===== src/rtl/gru_seq_ctrl.sv =====
// gru_seq_ctrl: sequences one GRU step (gates z, r, h) over a shared MAC/activation datapath.
// For each gate and each output i it loads the bias, accumulates M input products and N
// recurrent products, waits for the activation unit, then writes the gate result.
// Build option: define GRU_CTRL_RELU_EN to select relu instead of tanh for gate h.
module gru_seq_ctrl #(
  parameter int unsigned M    = 24,
  parameter int unsigned N    = 24,
  parameter int unsigned IA_W = 11,
  parameter int unsigned RA_W = 11,
  parameter int unsigned BA_W = 7,
  parameter int unsigned IX_W = 7
) (
  input  logic            clk,
  input  logic            rst,
  input  logic            start,
  output logic            busy,
  output logic            done,
  output logic [BA_W-1:0] bias_addr,
  output logic [IA_W-1:0] iw_addr,
  output logic [RA_W-1:0] rw_addr,
  output logic [IX_W-1:0] vec_idx,
  output logic            mac_load,
  output logic            mac_en,
  output logic            mac_rec,
  output logic            mac_use_r,
  output logic [1:0]      gate,
  output logic            act_req,
  input  logic            act_ack,
  output logic [1:0]      act_sel,
  output logic            wr_en,
  output logic            upd_en,
  output logic [IX_W-1:0] out_idx
);

  localparam int unsigned STRIDE = 3 * N;

  localparam logic [1:0] GATE_H   = 2'd2;
  localparam logic [1:0] SEL_SIG  = 2'd0;
  localparam logic [1:0] SEL_TANH = 2'd1;
  localparam logic [1:0] SEL_RELU = 2'd2;

`ifdef GRU_CTRL_RELU_EN
  localparam logic [1:0] H_SEL = SEL_RELU;
`else
  localparam logic [1:0] H_SEL = SEL_TANH;
`endif

  typedef enum logic [2:0] {
    S_IDLE, S_BIAS, S_IN_MAC, S_REC_MAC, S_ACT, S_WR, S_DONE
  } state_e;

  state_e          state_q, state_d;
  logic [1:0]      gate_q, gate_d;
  logic [IX_W-1:0] i_q, i_d;
  logic [IX_W-1:0] v_q, v_d;

  logic [31:0] gate_off;
  logic [31:0] i_u;
  logic [31:0] v_off;
  logic        last_i, last_in, last_rec, is_h;

  // Address terms in full 32-bit width before narrowing to the port widths
  assign gate_off = 32'(gate_q) * N;
  assign i_u      = 32'(i_q);
  assign v_off    = 32'(v_q) * STRIDE;
  assign last_i   = (i_u == N - 1);
  assign last_in  = (32'(v_q) == M - 1);
  assign last_rec = (32'(v_q) == N - 1);
  assign is_h     = (gate_q == GATE_H);

  // State and counter registers
  always_ff @(posedge clk or posedge rst) begin
    if (rst) begin
      state_q <= S_IDLE;
      gate_q  <= '0;
      i_q     <= '0;
      v_q     <= '0;
    end else begin
      state_q <= state_d;
      gate_q  <= gate_d;
      i_q     <= i_d;
      v_q     <= v_d;
    end
  end

  // Next-state, counter updates and per-state datapath controls
  always_comb begin
    state_d   = state_q;
    gate_d    = gate_q;
    i_d       = i_q;
    v_d       = v_q;
    busy      = 1'b0;
    done      = 1'b0;
    bias_addr = '0;
    iw_addr   = '0;
    rw_addr   = '0;
    vec_idx   = '0;
    mac_load  = 1'b0;
    mac_en    = 1'b0;
    mac_rec   = 1'b0;
    mac_use_r = 1'b0;
    gate      = '0;
    act_req   = 1'b0;
    act_sel   = SEL_SIG;
    wr_en     = 1'b0;
    upd_en    = 1'b0;
    out_idx   = '0;

    if (state_q != S_IDLE) begin
      busy    = 1'b1;
      gate    = gate_q;
      out_idx = i_q;
    end

    unique case (state_q)
      S_IDLE: begin
        if (start) begin
          state_d = S_BIAS;
          gate_d  = '0;
          i_d     = '0;
          v_d     = '0;
        end
      end
      S_BIAS: begin
        mac_load  = 1'b1;
        bias_addr = BA_W'(gate_off + i_u);
        v_d       = '0;
        state_d   = S_IN_MAC;
      end
      S_IN_MAC: begin
        mac_en  = 1'b1;
        vec_idx = v_q;
        iw_addr = IA_W'(gate_off + v_off + i_u);
        if (last_in) begin
          v_d     = '0;
          state_d = S_REC_MAC;
        end else begin
          v_d = v_q + IX_W'(1);
        end
      end
      S_REC_MAC: begin
        mac_en    = 1'b1;
        mac_rec   = 1'b1;
        mac_use_r = is_h;
        vec_idx   = v_q;
        rw_addr   = RA_W'(gate_off + v_off + i_u);
        if (last_rec) begin
          v_d     = '0;
          state_d = S_ACT;
        end else begin
          v_d = v_q + IX_W'(1);
        end
      end
      S_ACT: begin
        act_req = 1'b1;
        act_sel = is_h ? H_SEL : SEL_SIG;
        if (act_ack) state_d = S_WR;
      end
      S_WR: begin
        wr_en  = 1'b1;
        upd_en = is_h;
        if (last_i) begin
          i_d = '0;
          if (is_h) begin
            state_d = S_DONE;
          end else begin
            gate_d  = gate_q + 2'd1;
            state_d = S_BIAS;
          end
        end else begin
          i_d     = i_q + IX_W'(1);
          state_d = S_BIAS;
        end
      end
      S_DONE: begin
        done    = 1'b1;
        gate_d  = '0;
        state_d = S_IDLE;
      end
      default: state_d = S_IDLE;
    endcase
  end

endmodule

===== config.mk =====
export PLATFORM = sky130hd
export DESIGN_NAME = gru_seq_ctrl
export DESIGN_NICKNAME = d
export VERILOG_FILES = /design/src/rtl/gru_seq_ctrl.sv
export SDC_FILE = /design/constraint.sdc
export NUM_CORES = 1
export LEC_CHECK = 0
export CAP_MARGIN = 20
export CORE_MARGIN = 2
export CORE_UTILIZATION = 48
export DETAILED_ROUTE_END_ITERATION = 10
export PLACE_DENSITY = 0.81
export RECOVER_POWER = 50
export SYNTH_ARGS = -nofsm -noshare
export SYNTH_HDL_FRONTEND = slang
export SYNTH_SLANG_ARGS = --single-unit

===== constraint.sdc =====
create_clock -name clk -period 3.73 [get_ports clk]
set_clock_uncertainty 0.15 [all_clocks]
set_input_delay 0.746 -clock clk [delete_from_list [all_inputs] [get_ports clk]]
set_output_delay 0.746 -clock clk [all_outputs]
set_load 0.02 [all_outputs]

# Yosys cells after proc, flatten, opt, wreduce, memory -nomap -nowiden
# Cells that the tools add are included.
# word_totals
reg_bits,19
word_cells,70
# classes
addsub,6
mul,2
eq_ne,15
mux,33
n_reduce_logical,10
# op_table
cell,count
7-bit two-way mux,6
11-bit two-way mux,2
7-bit one-hot mux with 3 select lines,1
3-bit two-way mux,6
3-bit one-hot mux with 6 select lines,1
"7-bit by 1-bit adder with 7-bit output, second input constant",2
"7-bit by 5-bit equality test with 1-bit output, second input constant",2
7-bit one-hot mux with 2 select lines,1
"2-bit != test, second input constant",6
11-bit by 7-bit adder with 11-bit output,1
7-bit by 11-bit adder with 11-bit output,1
1-bit two-way mux,11
"3-bit equality test, second input constant",3
3-bit nonzero test,3
"7-bit by 4-bit multiplier with 8-bit output, second input constant",1
2-bit two-way mux,4
4-bit AND reduction,2
7-bit adder,1
"3-bit by 2-bit equality test with 1-bit output, second input constant",2
2-bit one-hot mux with 3 select lines,1
"2-bit by 2-bit multiplier with 4-bit output, second input constant",1
2-bit AND reduction,2
"3-bit by 1-bit equality test with 1-bit output, second input constant",1
3-bit logical NOT,1
4 further kinds,4

# Depth between registers and ports, before layout
# depth
word_depth,4
mapped_depth,10

# Worst setup path after synthesis
# No wires, ideal clock.
# synth_timing
kind,reg2out
startpoint,register gate_q[0]
endpoint,output port rw_addr[10]
arrival_time_ns,2.754
slack_ns,0.080
stages_incl_launch_ff,11
path_buffers,0
path_cell_list,dfrtp_1 -> inv_1 -> ha_1 -> fa_1 -> inv_1 -> ha_1 -> fa_1 -> nand3_1 -> a211o_1 -> nand2_1 -> o21ai_0
# synth_between
elab_chain_len,4
# synth_lines
item,line_no,source
from (decl),53,"logic [1:0] gate_q, gate_d;"
from (signal assigned),80,gate_q <= gate_d;
2-bit by 2-bit multiplier with 4-bit output,63,assign gate_off = 32'(gate_q) * N;
7-bit by 11-bit adder with 11-bit output,146,rw_addr = RA_W'(gate_off + v_off + i_u);
11-bit by 7-bit adder with 11-bit output,146,
11-bit two-way mux,115,unique case (state_q)
to (decl),20,"output logic [RA_W-1:0] rw_addr,"
# Every way passes these cells.

# Worst setup path after layout
# Ends and elaborated chain as after synthesis.

==> impl_metrics.ini <==
[cells_and_area]
nNetsFinal = 360
drive_above_1_share = 0.186
area_growth_pct = 43.9
fillers = 306
antenna_cells = 0
postLayoutCoreUtil = 0.724

[routing]
postRouteAntennaNets = 0
wl_per_cell_um = 14.9
drc = 0
first_iter_violations = 142
vias = 2125
firstDrtPassIters = 4
wl_um = 5650
routed_via_density = 5.62

[yosys]
netlist_area_um2 = 2030
synth_ff_type = dfrtp_1
syn_area_per_cell_um2 = 8.23
synth_area_leader_cell = dfrtp_1
synth_seq_cells = 19
synth_edf_count = 0
synthCells = 246
yosysSeqAreaShare = 0.235
synth_cell_type_count = 53
yosys-top-cells-area = dfrtp_1, ha_1, fa_1, and3_1, and2_1
syn_nets = 277
synth_top_cell_area_share = 0.235
ys_async_sr_fraction = 1.00
ys_warn_count = 0

[clocking]
cts_hold_buffers = 0
cts-root-buf = clkbuf_8
numCtsBuffers = 3
clkTransAtPathRegs_ns = 0.07
cts_sinks = 19
cts_tree = done
worstSkewPairLatency_ns = 0.25
clockBufferDepth = 2
h-tree-depth = 1

[power_and_ir_drop]
leakagePower_nw = 1.38
power.total_uw = 360
p_per_area_nw_per_um2 = 123
irDropWorstVdd_uv = 149

[critical_path]
critPathSlowestCell = fa_1
crit_start = gate_q[0]
start_kind = register
r2r-start = state_q[2]
arrival_ns = 2.86
slowest_delay_ns = 0.45
path_class = reg2out
reg2reg_to = v_q[5]
end_kind = primary output
required_ns = 2.83
r2r_slack_ns = 1.75
worstSetupPathDepth = 11
cp_top_family = adder cells
reg2reg_depth = 4
crit_chain = inv_2 -> ha_4 -> fa_1 -> inv_1 -> ha_2 -> fa_2 -> nand3_2 -> a211o_1 -> or4_1 -> o21ai_1 -> buf_4
cp.buffers_inverters = 3
crit_end = rw_addr[10]
worst-path-max-fanout = 3

[die]
coreArea_um2 = 4030
initial_core_util = 0.503
die_h_um = 69.0
dieArea_um2 = 4760
die_w_um = 69.0
rows = 23
ios = 60

[grt]
grt_max_degree = 20
grt_use_total = 0.249
grt_pass1_wl_um = 8910
grt-ovfl-total = 0
antenna_found_initial = 0
grt_pass1_vias = 1927

[placed_design]
portBuffers = 58
place_congestion = 0.800
hpwl_um = 4190

[sta]
tns_ns = -0.0529
final_hold_viol_count = 0
maxSlewViolCount = 0
min_period_over_period = 1.01
layout_setup_ws_ns = -0.0300
slew_headroom = 0.507
grt_setup_unrepaired = yes
setup_viol = 2
tightest_slew_ns = 0.739
max_freq_mhz = 266
fin_crit_ns = 3.76

[worst_hold_path]
hold_path_class = reg2reg
hp-start = i_q[1]

[outcome]
status = complete, but fails checks
violations = negative setup slack

[job]
drv_cap = 0
## cell families after synthesis
group	after synthesis	synth area share
simple gates	108	0.305
compound gates	48	0.147
buf+inv	33	0.0741
fa+ha+maj	27	0.193
flops	19	0.235
xor+xnor	8	0.0346
mux	2	0.0105
other cells	1	0.00185
## flip-flops by register name, indices dropped and copies added, names as in the netlist
signal   flops
state_q      3
gate_q       2
v_q          7
i_q          7
## repair_timing
item                                    in CTS  in global routing
endpoints found under the hold margin        0                  0
buffers inserted                             2                  2
pin swaps                                    7                  1
endpoints found under the setup margin      12                  9
gates resized for setup                     30                 12
## Yosys cell counts (all sizes together) (3+ instances only)
| library cell | number |
|---|---|
| nand2b | 5 |
| nand3 | 10 |
| nand2 | 15 |
| and3 | 16 |
| fa | 7 |
| nor3 | 3 |
| clkbuf | 6 |
| ha | 20 |
| inv | 20 |
| a21o | 3 |
| buf | 5 |
| a21oi | 12 |
| xor2 | 4 |
| a31oi | 6 |
| nor2b | 7 |
| o21ai | 14 |
| nand4 | 3 |
| nor2 | 23 |
| or4 | 3 |
| and2 | 15 |
| xnor2 | 4 |
| dfrtp | 19 |
## cell type report
| class | count | area (µm²) | share of cell area |
|---|---|---|---|
| inverters | 22 | 83.8 | 0.0288 |
| multi-input cells | 194 | 1470 | 0.503 |
| repair buffers | 89 | 783 | 0.269 |
| clock buffers | 4 | 45.0 | 0.0155 |
| flip-flops and latches | 19 | 475 | 0.163 |
| well taps | 50 | 62.6 | 0.0215 |
## how the worst min path moves through the flow
stage,to,cells after the start
after floorplan,i_q[2],1
after global placement,i_q[1],1
after detailed placement,i_q[2],1
after CTS,i_q[2],1
after global routing,v_q[6],1
final,i_q[1],1
## cells in the final DEF (no fill, tap or decap), types with 3 or more instances in the layout
cell              n
clkdlybuf4s50_1  45
buf_4            33
nor2_1           23
inv_1            19
dfrtp_1          19
nand2_1          15
and3_1           15
ha_1             15
and2_1           14
o21ai_0          12
a21oi_1          11
nand3_1           9
nor2b_1           7
a31oi_1           6
fa_1              6
nand2b_1          4
xor2_1            4
dlygate4sd2_1     4
clkbuf_2          4
a21o_1            3
nor3_1            3
or4_1             3
nand4_1           3
ha_4              3
clkbuf_8          3
## power by group
part	leakage [nW]	total [mW]	internal, mW	switching (mW)
logic	1.13	0.00985	0.00344	0.00641
registers	0.224	0.206	0.206	0
clock network	0.0228	0.144	0.0759	0.0683
## stage by stage
| step | area [µm²] | hold WS (ns) | cells | worst slack (ns) |
|---|---|---|---|---|
| 5_1_grt | 2920 | 0.492 | 378 | -0.185 |
| 6_report | 2920 | 0.472 | 378 | -0.0300 |
| 3_5_place_dp | 2810 | 0.441 | 370 | -0.313 |
| 2_1_floorplan | 2030 | 0.371 | 246 | 0.0800 |
| 4_1_cts | 2900 | 0.448 | 376 | -0.0251 |
| 3_3_place_gp | 2810 | 0.435 | 370 | -0.230 |
## per-layer routing
layer / vias to the layer above / wire length (µm) / global-route usage
li1: 1012 / - / -
met1: 996 / 2420 / 0.319
met2: 104 / 2730 / 0.441
met3: 13 / 388 / 0.0195
met4: 0 / 112 / 0.0858
met5: - / 0 / 0
Note: power is estimated with default switching activity, not from simulation.
==> patch 1, RTL diff (same flow settings) <==
Encoding of `state_e`: now Gray code (3 bits for 7 states).
--- a/src/rtl/gru_seq_ctrl.sv
+++ b/src/rtl/gru_seq_ctrl.sv
@@ -48,3 +48,3 @@
   typedef enum logic [2:0] {
-    S_IDLE, S_BIAS, S_IN_MAC, S_REC_MAC, S_ACT, S_WR, S_DONE
+    S_IDLE = 3'b000, S_BIAS = 3'b001, S_IN_MAC = 3'b011, S_REC_MAC = 3'b010, S_ACT = 3'b110, S_WR = 3'b111, S_DONE = 3'b101
   } state_e;
Check against the original RTL: no difference found for any inputs over 10 cycles, from zero or initial values and one cycle with rst high; not proved beyond that.
==> patch 1 against the unedited design <==
The flow still finishes with violations (setup timing); sequential cell count stayed put; wire length is 6.2% lower; synthesized area is 4.5% lower; setup slack worse by 0.032 ns; hold slack worse by 0.056 ns; critical path depth is 2 lower; final area is 3.3% lower; synthesized cell count is 3.3% lower.
Power is left out: it rests on default switching activity, and per cell area and clock period it moved more than threefold.
==> patch 1: results (changes against the unedited design) <==
* Largest regs: i_q: 7 flops, v_q: 7 flops (was i_q: 7 flops, v_q: 7 flops, state_q: 3 flops)
* Yosys warns at 0 (unchanged)
* HP Start: v_q[6]$_DFFE_PP0P_ (was i_q[1]$_DFFE_PP0P_)
* Vias in the first global route at 1779 (was 1927)
* Met1 track utilization from global routing at 0.330 (was 0.319)
* Synth top area cells: dfrtp_1 (25%), ha_1 (12%), fa_1 (7.2%), nor2_1 (5.4%), and2_1 (4.9%) (was dfrtp_1 (23%), ha_1 (12%), fa_1 (6.9%), and3_1 (4.6%), and2_1 (4.3%))
* CP Max Fanout at 3 (unchanged)
* Worst Setup SP: gate_q[1]$_DFFE_PP0P_ (was gate_q[0]$_DFFE_PP0P_)
* Largest delay share family, worst path: adder cells (unchanged)
* Met3 Resource Use GR at 0.0200 (was 0.0195)
* Root buffer cell: clkbuf_8 (unchanged)
* Yosys cell types at 43 (was 53)
* Worst reg2reg startpoint: i_q[6]$_DFFE_PP0P_ (was state_q[2]$_DFFE_PP0P_)
* DRT Pass-1 Iters at 4 (unchanged)
* Pre-CTS worst setup slack at -0.319 ns (was -0.313 ns)
* Via count at 2016 (was 2125)
* R2r endpoint: gate_q[1]$_DFFE_PP0P_ (was v_q[5]$_DFFE_PP0P_)
* Worst Hold Endpoint: v_q[6]$_DFFE_PP0P_ (was i_q[1]$_DFFE_PP0P_)
* Final WS setup at -0.0616 ns (was -0.0300 ns)
* Starting DRT DRC Count at 83 (was 142)
* Final setup fails at 2 (unchanged)
* Sequential area share after synthesis at 0.246 (was 0.235)
* Met2 Use GR at 0.387 (was 0.441)
* Finished Layout Cells at 376 (was 378)
* Syn Nets at 268 (was 277)
* DP Cell Count at 369 (was 370)
* Final nets at 357 (was 360)
* Syn avg cell area at 8.13 µm² (was 8.23 µm²)
* Initial antenna violation count at 0 (unchanged)
* DP HPWL at 4110 µm (was 4190 µm)
* Global-route wire length before repair at 8290 µm (was 8910 µm)
* Violated checks: setup timing (unchanged)
* FF-to-FF path depth at 5 (was 4)
* Total GRT Usage at 0.238 (was 0.249)
* Final wirelength at 5300 µm (was 5650 µm)
* Status: finished with violations (unchanged)
* Layout cells sized above 1 at 0.160 (was 0.186)
* Internal reg-to-reg setup slack at 1.52 ns (was 1.75 ns)
* Largest net degree at the start of global routing at 20 (unchanged)
* Slew margin rel. at 0.511 (was 0.507)
* Most frequent cells after synthesis: nor2_1 (28), inv_1 (20), dfrtp_1 (19), ha_1 (19), and2_1 (15) (was nor2_1 (23), ha_1 (20), inv_1 (20))
* Max incr delay on CP at 0.47 ns (was 0.45 ns)
* Final GP Congestion at 0.825 (was 0.800)
* Crit path DAT at 2.90 ns (was 2.86 ns)
-- patch 1: kinds of logic (layout without fill, tap and decap cells) --
logic type	Yosys count	in the layout	synth area share
AND/OR/NAND/NOR	106	106	0.294
AO/OA/AOI/OAI	46	46	0.143
XOR/XNOR	8	8	0.0362
adder cells (fa/ha/maj)	26	26	0.195
buffers and inverters	28	116	0.0614
flip-flops	19	19	0.246
other	1	1	0.00194
multiplexers	4	4	0.0226
-- patch 1: routing by layer --
layer	up-vias	routed length (µm)
li1	996	-
met1	942	2430
met2	70	2570
met3	8	206
met4	0	88
met5	-	0
-- patch 1: area by class of cell --
cell class	instances	area (µm²)
clock inverters	1	5.00
inverters	21	78.8
well taps	50	62.6
clock buffers	3	41.3
repair buffers	91	793
fillers	335	1120
flip-flops and latches	19	475
multi-input cells	191	1360
-- patch 1: how the worst max path moves through the flow --
stage | endpoint | depth (start not counted) | slack [ns]
final | rw_addr[10] | 9 | -0.06
after global routing | iw_addr[10] | 11 | -0.18
after CTS | rw_addr[10] | 11 | -0.04
after detailed placement | rw_addr[10] | 11 | -0.32
after global placement | rw_addr[10] | 10 | -0.20
after floorplan | iw_addr[10] | 10 | 0.1
-- patch 1: worst register-to-register path: stages, from the launching register on --
cell and delay [ns]:
dfrtp_1 0.42, clkbuf_1 0.18, nor4b_1 0.46, nand3_1 0.16, o32a_1 0.38, mux2_1 0.34
-- patch 1: repair_timing --
item,CTS,global route
setup buffers,1,2
hold buffers,0,0
setup endpoints to repair,12,9
pin swaps,2,1
gates resized for setup,30,8
-- patch 1: metrics by stage --
| step | area (µm²) | TNS (ns) | util | hold WS [ns] |
|---|---|---|---|---|
| 2_1_floorplan | 1930 | 0 | - | 0.342 |
| 3_3_place_gp | 2760 | -0.394 | 0.701 | 0.397 |
| 3_5_place_dp | 2760 | -0.809 | 0.701 | 0.404 |
| 4_1_cts | 2820 | -0.0827 | 0.716 | 0.413 |
| 5_1_grt | 2820 | -0.439 | 0.715 | 0.431 |
| 6_report | 2820 | -0.111 | 0.715 | 0.416 |
==> patch 2, RTL diff (same flow settings) <==
Made on the original files. Build with the macro `GRU_CTRL_RELU_EN` defined.
--- a/src/rtl/gru_seq_ctrl.sv
+++ b/src/rtl/gru_seq_ctrl.sv
@@ -4,2 +4,4 @@
 // Build option: define GRU_CTRL_RELU_EN to select relu instead of tanh for gate h.
+`define GRU_CTRL_RELU_EN
+
 module gru_seq_ctrl #(
Behaviour: same outputs for any inputs over 10 cycles, from zero or initial values and one cycle with rst high; that may be too few to reach the edited logic, so the function may still have changed.
==> patch 2 against the unedited design <==
The run still ends with setup timing left; setup slack improved by 0.0075 ns; highest routed layer unchanged; final area is 2.4% lower; final cell count shrank 0.79%; synthesized area is 3.8% lower; largest power group unchanged; sequential share of layout area increased by 0.40 points; utilization down 0.19 points; critical endpoint unchanged; power fell by 0.38%; count of clock-buffer cells in the layout did not move; wire length is 10% lower; sequential cell count stayed put; critical path depth shrank 2.
==> patch 2: results (changes against the unedited design) <==
* Yosys warns at 0 (unchanged)
* Met3 Resource Use GR at 0.0117 (was 0.0195)
* Total GRT Usage at 0.243 (was 0.249)
* Vias in the first global route at 1839 (was 1927)
* DP Cell Count at 370 (unchanged)
* Final GP Congestion at 0.826 (was 0.800)
* Global-route wire length before repair at 8380 µm (was 8910 µm)
* Syn Nets at 270 (was 277)
* Drt wl/cell at 13.5 µm (was 14.9 µm)
* Final setup fails at 2 (unchanged)
* Initial antenna violation count at 0 (unchanged)
* Met2 Use GR at 0.414 (was 0.441)
* DP Area at 2790 µm² (was 2810 µm²)
* Starting DRT DRC Count at 122 (was 142)
* CTS resizes at 29 (was 30)
* Post-CTS Repair Setup Buffers at 1 (was 2)
* Final nets at 357 (was 360)
* DP HPWL at 4150 µm (was 4190 µm)
* Sequential area share after synthesis at 0.244 (was 0.235)
* Final WS setup at -0.0225 ns (was -0.0300 ns)
* Syn Inst Count at 239 (was 246)
* Most frequent cells after synthesis: nor2_1 (30), and2_1 (24), inv_1 (21) (was nor2_1 (23), ha_1 (20), inv_1 (20))
* Synth top area cells: dfrtp_1 (24%), ha_1 (13%), and2_1 (7.7%), fa_1 (7.2%), nor2_1 (5.8%) (was dfrtp_1 (23%), ha_1 (12%), fa_1 (6.9%), and3_1 (4.6%), and2_1 (4.3%))
* Met1 track utilization from global routing at 0.323 (was 0.319)
* Layout cells sized above 1 at 0.163 (was 0.186)
* Yosys cell types at 43 (was 53)
* Status: finished with violations (unchanged)
* Hold Buf Count CTS at 0 (unchanged)
* Buffers on Ports at 58 (unchanged)
* Pre-CTS worst setup slack at -0.290 ns (was -0.313 ns)
* Pint at 285 µW (about the same)
* Finished Layout Cells at 375 (was 378)
* Violated checks: setup timing (unchanged)
* CP Max Fanout at 4 (was 3)
* Post-synth top flop: dfrtp_1 (unchanged)
* Maximum VDD drop at 0.122 mV (was 0.149 mV)
* Worst slew pin tran at 0.734 ns (was 0.739 ns)
* Leakage at 1.34 nW (was 1.38 nW)
* Via count at 1961 (was 2125)
* Crit path DAT at 2.86 ns (about the same)
[patch 2: changes by cell type in the layout (fill, tap and decap cells not counted), moves of 3 or more]
cell,before,now
dlygate4sd3_1,1,9
and2_1,14,24
nand3_1,9,6
clkdlybuf4s50_1,45,37
nand2b_1,4,7
and3_1,15,3
xnor2_1,2,7
nor2_1,23,30
o21ai_0,12,9
[patch 2: worst min-delay path, cell delays in order, from the launching register on]
cell	delay, ns
dfrtp_1	0.35
buf_4	0.16
a31oi_1	0.08
[patch 2: cells by family after synthesis]
logic type / Yosys count / share of synthesized area
xor gates and xnor gates: 12 / 0.0539
buffers and inverters: 28 / 0.0565
AOI/OAI and AO/OA: 40 / 0.129
muxes: 3 / 0.0167
DFF: 19 / 0.244
other: 1 / 0.00192
adders and majority gates: 27 / 0.200
and+or+nand+nor: 109 / 0.298
[patch 2: routing by layer]
metal | share of wire | routed length [µm]
met1 | 0.45 | 2270
met2 | 0.49 | 2510
met3 | 0.038 | 192
met4 | 0.020 | 100
met5 | 0 | 0
[patch 2: cell type report]
| cell class | instances | area (µm²) |
|---|---|---|
| sequential | 19 | 475 |
| tap | 50 | 62.6 |
| timing repair buffer | 89 | 777 |
| clock buffer | 4 | 45.0 |
| inverter | 21 | 78.8 |
| fill | 312 | 1100 |
| multi-input combinational | 192 | 1410 |
[patch 2: power by group through the flow]
stage          Combinational [mW]  Sequential, mW  Clock (mW)
2_1_floorplan             0.00656           0.210           0
3_3_place_gp               0.0106           0.210           0
3_5_place_dp               0.0107           0.210           0
4_1_cts                    0.0107           0.206       0.144
5_1_grt                    0.0117           0.206       0.154
6_report                  0.00988           0.206       0.143
[patch 2: path summary, 6_finish.rpt]
| kind | to | cells after the start | start | slack, ns |
|---|---|---|---|---|
| max in group asynchronous | v_q[5]$_DFFE_PP0P_ | 2 | rst | 2.07 |
| setup / recovery | rw_addr[10] | 9 | gate_q[1]$_DFFE_PP0P_ | -0.02 |
| hold reg to reg | i_q[4]$_DFFE_PP0P_ | 2 | i_q[4]$_DFFE_PP0P_ | 0.48 |
| hold / removal | i_q[4]$_DFFE_PP0P_ | 2 | i_q[4]$_DFFE_PP0P_ | 0.48 |
| min in group asynchronous | i_q[1]$_DFFE_PP0P_ | 2 | rst | 0.90 |
| setup reg to reg | gate_q[1]$_DFFE_PP0P_ | 5 | i_q[0]$_DFFE_PP0P_ | 1.63 |
[patch 2: stage by stage]
stage / hold WS, ns / util / setup TNS [ns]
after floorplan: 0.371 / - / 0
after global placement: 0.449 / 0.707 / -0.400
after detailed placement: 0.464 / 0.707 / -0.633
after CTS: 0.473 / 0.721 / -0.00449
after global routing: 0.508 / 0.722 / -0.336
final: 0.479 / 0.722 / -0.0369
